$ cat src/rtl/cpu_pkg.sv
// Shared CPU fetch-stage definitions: PC width, return stack depth,
// PC mux select encodings and the return-stack operation decode.
package cpu_pkg;

  localparam int PC_W      = 12;
  localparam int RAS_DEPTH = 8;

  typedef enum logic [1:0] {
    PC_NEXT   = 2'b00,
    PC_BRANCH = 2'b01,
    PC_JUMP   = 2'b10,
    PC_RET    = 2'b11
  } pc_sel_e;

  // Bit order is {push, pop}, so the encoding doubles as the strobe pair.
  typedef enum logic [1:0] {
    RAS_IDLE    = 2'b00,
    RAS_POP     = 2'b01,
    RAS_PUSH    = 2'b10,
    RAS_REPLACE = 2'b11
  } ras_op_e;

  function automatic ras_op_e ras_decode(input logic push, input logic pop,
                                         input logic stall);
    return ras_op_e'({push & ~stall, pop & ~stall});
  endfunction

endpackage

$ cat src/rtl/ras_mem.sv
// Storage for the return-stack entries below the top: one synchronous write
// port, one asynchronous read port, no reset.
module ras_mem
  import cpu_pkg::*;
#(
  parameter  int ADDR_W = PC_W,
  parameter  int DEPTH  = RAS_DEPTH,
  localparam int SP_W   = $clog2(DEPTH)
) (
  input  logic              clk,
  input  logic              we_i,
  input  logic [SP_W-1:0]   wr_ptr_i,
  input  logic [ADDR_W-1:0] wr_data_i,
  input  logic [SP_W-1:0]   rd_ptr_i,
  output logic [ADDR_W-1:0] rd_data_o
);

  logic [ADDR_W-1:0] mem_q [DEPTH-1];

  always_ff @(posedge clk) begin
    if (we_i) begin
      mem_q[wr_ptr_i] <= wr_data_i;
    end
  end

  assign rd_data_o = mem_q[rd_ptr_i];

endmodule

$ cat src/rtl/return_addr_stack.sv
// Hardware subroutine-return stack. The top entry lives in its own register
// so top_addr is available to the PC mux in the same cycle a RET decodes.
module return_addr_stack
  import cpu_pkg::*;
#(
  parameter  int ADDR_W = PC_W,
  parameter  int DEPTH  = RAS_DEPTH,
  localparam int SP_W   = $clog2(DEPTH),
  localparam int CNT_W  = $clog2(DEPTH) + 1
) (
  input  logic              clk,
  input  logic              reset,
  input  logic              push,
  input  logic              pop,
  input  logic              stall,
  input  logic              clear_err,
  input  logic [ADDR_W-1:0] push_addr,
  output logic [ADDR_W-1:0] top_addr,
  output logic [CNT_W-1:0]  count,
  output logic              empty,
  output logic              full,
  output logic              overflow,
  output logic              underflow
);

  localparam logic [CNT_W-1:0] CNT_FULL = CNT_W'(DEPTH);

  logic [ADDR_W-1:0] top_q, top_d;
  logic [SP_W-1:0]   sp_q, sp_d;
  logic [CNT_W-1:0]  count_q, count_d;
  logic              ovf_q, ovf_d;
  logic              unf_q, unf_d;

  logic              empty_w, full_w;
  logic              mem_we;
  logic [SP_W-1:0]   rd_ptr;
  logic [ADDR_W-1:0] rd_data;
  ras_op_e           op;

  assign empty_w = (count_q == '0);
  assign full_w  = (count_q == CNT_FULL);
  assign op      = ras_decode(push, pop, stall);

  // sp counts the entries held below the top, so the next entry down is sp-1.
  assign rd_ptr = (sp_q == '0) ? '0 : sp_q - SP_W'(1);

  ras_mem #(
    .ADDR_W (ADDR_W),
    .DEPTH  (DEPTH)
  ) u_mem (
    .clk       (clk),
    .we_i      (mem_we),
    .wr_ptr_i  (sp_q),
    .wr_data_i (top_q),
    .rd_ptr_i  (rd_ptr),
    .rd_data_o (rd_data)
  );

  always_comb begin
    top_d   = top_q;
    sp_d    = sp_q;
    count_d = count_q;
    ovf_d   = ovf_q & ~clear_err;
    unf_d   = unf_q & ~clear_err;
    mem_we  = 1'b0;

    unique case (op)
      RAS_PUSH: begin
        if (full_w) begin
          ovf_d = 1'b1;
        end else begin
          top_d   = push_addr;
          count_d = count_q + CNT_W'(1);
          // An empty stack has no old top worth spilling into the array.
          if (!empty_w) begin
            mem_we = 1'b1;
            sp_d   = sp_q + SP_W'(1);
          end
        end
      end
      RAS_POP: begin
        if (empty_w) begin
          unf_d = 1'b1;
        end else if (count_q == CNT_W'(1)) begin
          top_d   = '0;
          count_d = '0;
        end else begin
          top_d   = rd_data;
          sp_d    = rd_ptr;
          count_d = count_q - CNT_W'(1);
        end
      end
      RAS_REPLACE: begin
        top_d = push_addr;
        if (empty_w) begin
          count_d = CNT_W'(1);
        end
      end
      default: begin
      end
    endcase
  end

  always_ff @(posedge clk or negedge reset) begin
    if (!reset) begin
      top_q   <= '0;
      sp_q    <= '0;
      count_q <= '0;
      ovf_q   <= 1'b0;
      unf_q   <= 1'b0;
    end else begin
      top_q   <= top_d;
      sp_q    <= sp_d;
      count_q <= count_d;
      ovf_q   <= ovf_d;
      unf_q   <= unf_d;
    end
  end

  assign top_addr  = top_q;
  assign count     = count_q;
  assign empty     = empty_w;
  assign full      = full_w;
  assign overflow  = ovf_q;
  assign underflow = unf_q;

endmodule

$ cat config.mk
export PLATFORM = sky130hd
export DESIGN_NAME = return_addr_stack
export DESIGN_NICKNAME = d
export VERILOG_FILES = /design/src/rtl/cpu_pkg.sv /design/src/rtl/ras_mem.sv /design/src/rtl/return_addr_stack.sv
export SDC_FILE = /design/constraint.sdc
export NUM_CORES = 1
export LEC_CHECK = 0
export CAP_MARGIN = 20
export CELL_PAD_IN_SITES_DETAIL_PLACEMENT = 0
export CELL_PAD_IN_SITES_GLOBAL_PLACEMENT = 2
export CORE_ASPECT_RATIO = 1.4
export CORE_UTILIZATION = 45
export CTS_CLUSTER_SIZE = 30
export DETAILED_ROUTE_END_ITERATION = 16
export PLACE_DENSITY = 0.95
export REMOVE_ABC_BUFFERS = 1
export SLEW_MARGIN = 30
export SYNTH_ARGS = -nofsm -noshare
export SYNTH_HDL_FRONTEND = slang
export SYNTH_SLANG_ARGS = --single-unit
$ cat constraint.sdc
create_clock -name clk -period 3.9 [get_ports clk]
set_input_delay 1.17 -clock clk [delete_from_list [all_inputs] [get_ports clk]]
set_output_delay 1.17 -clock clk [all_outputs]
set_load 0.05 [all_outputs]
==> summary.txt <==
STA
  – Final Max Tran Viols: 0
  – Maximum frequency from static timing analysis: 0.280 GHz
  – Crit path time final: 3570 ps
  – Setup tns final: 0 ps
  – Transition time of the tightest slew-check pin: 761 ps
  – Total count of hold-check failures in the final report: 0
  – Remaining max-slew budget at the tightest pin: 49.2%
  – Setup repair after global routing missed its margin: no
  – Setup violations, final: 0
  – Fin crit share: 91.5%
  – Worst clock skew on the final layout: 3.74 ps

Place
  – Port-buffer cells: 37
  – Cell count after placement: 562
  – Detailed placer's ending HPWL: 7730 um
  – Routability congestion estimate: 0.802

Pwr
  – Clock power share: 18.8%
  – Combinational share of power: 45.5%
  – Sequential Power Share: 35.8%
  – Total internal power: 2860 uW
  – Leak Pwr: 0.00231 uW
  – Sw frac: 40.0%
  – Max VDD drop: 0.313 mV
  – P per Cell Area: 786 nW/um^2
  – Switching power: 1910 uW

Die
  – Row count: 46
  – Initial cell density of the core: 46.0%
  – Die height: 129 um
  – I/O pins: 38
  – Core Region: 11300 um^2
  – Area of the die: 12000 um^2
  – Die X-Extent: 92.8 um

Synth
  – Count of warnings emitted by yosys: 0
  – Gate count of the mapped netlist: 382
  – Post-synth top flop: edfxtp_1
  – Proportion of synthesized flip-flops having asynchronous set or reset: 20.0%
  – Avg Synthesized Cell Area: 13.6 um^2
  – Number of register bits inferred by synthesis: 105
  – Sequential fraction of the synthesis area: 58.7%
  – Syn Std Cell Area: 5190 um^2
  – Number of enable flip-flop cells after synthesis: 84
  – Yosys cell types: 44

Detailed routing
  – DRT Pass-1 Iters: 10
  – Number of violations reported at the end of detailed-routing iteration 0: 279
  – Remaining number of nets flagged by the antenna check after routing: 0
  – Vias per cell: 5.78
  – DRC errors left: 1
  – Detailed-route wire length: 11700 um
  – Total via count in the routed design: 3338
  – Detailed-route wire length per cell: 20.3 um

GRT
  – Total routing usage reported by global routing: 21.3%
  – Initial antenna violation count: 0
  – Overflow after GRT: 0
  – First-pass GRT wire length: 18700 um
  – Pin count of the biggest net entering global routing: 27
  – Vias in the first global route: 3398

Clocking
  – Clock Latency Late Sink: 340 ps
  – Number of buffers inserted during clock tree synthesis: 9
  – CTS tree: done
  – Post-CTS setup buffers: 0
  – Number of clock sinks seen by CTS: 105
  – Hold-fix buffers at CTS: 0
  – # resized after CTS: 0
  – Depth of the CTS H-tree: 3
  – Clock slew at the register clock pins of the worst setup and hold paths: 70 ps
  – Maximum buffer depth of the clock tree: 2
  – Root buffer selected by CTS: clkbuf_16

Cells and area
  – Area Growth Syn to Fin: 16.9%
  – Proportion of layout cells with a drive suffix above 1: 12.9%
  – Most frequent cells in the layout: edfxtp_1, mux2i_1, clkdlybuf4s50_1
  – Post-layout util: 53.8%
  – Most frequent standard cell in the layout excluding fill and tap cells: edfxtp_1
  – Number of nets at the end of the flow: 453
  – Number of antenna diodes: 0
  – Fill cell count: 984
  – Post-route non-filler standard cell count: 578

Setup path
  – Crit-path max FO: 8
  – Crit path required time: 2730 ps
  – Critical path arrival: 2400 ps
  – Slack of the worst reg-to-reg path: 1050 ps
  – Capturing element type of the critical path: output port
  – Startpoint Class: register
  – Worst Path Class, Setup: register to output port

Status
  – Violated checks: DRC
  – Outcome: finished with violations

Worst hold path
  – Classification of the worst-slack hold path: register to register

Run
  – Max-cap viol count: 0
power groups by stage:
| stage | clock network [uW] | registers (uW) | logic, uW |
|---|---|---|---|
| after floorplan | 0 | 1980 | 1160 |
| after global placement | 0 | 1710 | 2140 |
| after detailed placement | 0 | 1730 | 2170 |
| after CTS | 908 | 1710 | 2180 |
| after global routing | 958 | 1740 | 2340 |
| final | 894 | 1710 | 2170 |
layer usage:
| layer | vias up | GRT usage [%] | routed length (um) |
|---|---|---|---|
| met1 | 1672 | 27.4 | 4850 |
| met4 | 0 | 8.87 | 310 |
| li1 | 1557 | - | - |
| met2 | 92 | 35.4 | 6050 |
| met3 | 17 | 4.05 | 511 |
| met5 | - | 0 | 0 |
state kept, by name (all words and copies together) (netlist names):
name         cells
count            4
underflow        1
top_addr        12
sp_q             3
overflow         1
u_mem.mem_q     84
cell type report:
| class | count | area (um^2) | area share, % |
|---|---|---|---|
| tap | 144 | 180 | 2.97 |
| timing repair buffer | 64 | 586 | 9.65 |
| sequential | 105 | 3050 | 50.2 |
| clock buffer | 13 | 250 | 4.12 |
| clock inverter | 3 | 42.5 | 0.701 |
| inverter | 19 | 71.3 | 1.18 |
| multi-input combinational | 230 | 1890 | 31.2 |
critical path, stage by stage, from the launching register on:
cell,delay [ps]
dfrtp_1,450
inv_1,120
ha_1,230
nand2b_1,230
nor2_1,200
clkdlybuf4s50_1,820
worst paths after layout:
| check | start | end | cells after the start |
|---|---|---|---|
| min in group asynchronous | reset | count[2]$_DFFE_PN0P_ | 2 |
| worst max register to register | sp_q[1]$_DFFE_PN0P_ | top_addr[3]$_DFFE_PN0P_ | 7 |
| worst min-delay path | underflow$_DFF_PN0_ | underflow$_DFF_PN0_ | 1 |
| worst min register to register | underflow$_DFF_PN0_ | underflow$_DFF_PN0_ | 1 |
| worst max-delay path | count[0]$_DFFE_PN0P_ | empty | 5 |
| max in group asynchronous | reset | top_addr[1]$_DFFE_PN0P_ | 2 |
synthesized netlist by cell type, drive strengths merged (2+ instances only):
cell type,instances,area (um^2)
buf,26,194
inv,19,71.3
clkbuf,2,7.51
a22o,14,123
nand3,3,15.0
dfrtp,21,526
a221oi,13,158
o22a,12,105
nor3,8,40.0
o31ai,3,22.5
nor2,12,45.0
nor2b,3,18.8
nor3b,3,27.5
nand2b,17,106
edfxtp,84,2520
and2,3,18.8
o21ai,6,33.8
a2bb2oi,12,105
a21oi,19,95.1
o21bai,13,97.6
mux2i,64,653
nand2,7,26.3
ha,6,75.1
metrics by stage:
stage	setup slack [ps]	area [um^2]	hold WS (ps)	total power (uW)
after floorplan	307	4990	628	3140
after global placement	681	5780	495	3850
after detailed placement	642	5780	496	3900
after CTS	320	6070	511	4800
after global routing	138	6070	544	5040
final	330	6070	512	4770
logic make-up (layout without fill, tap and decap cells):
group           count (synthesis)  after routing  share of synthesized area (%)
flops                         105            105                           58.7
compound gates                100            100                           15.6
mux                            65             65                           12.8
simple gates                   58             58                           6.05
buf+inv                        47             99                           5.25
fa+ha+maj                       6              6                           1.45
xor+xnor                        1              1                          0.169
(Power assumes the default switching activity.)
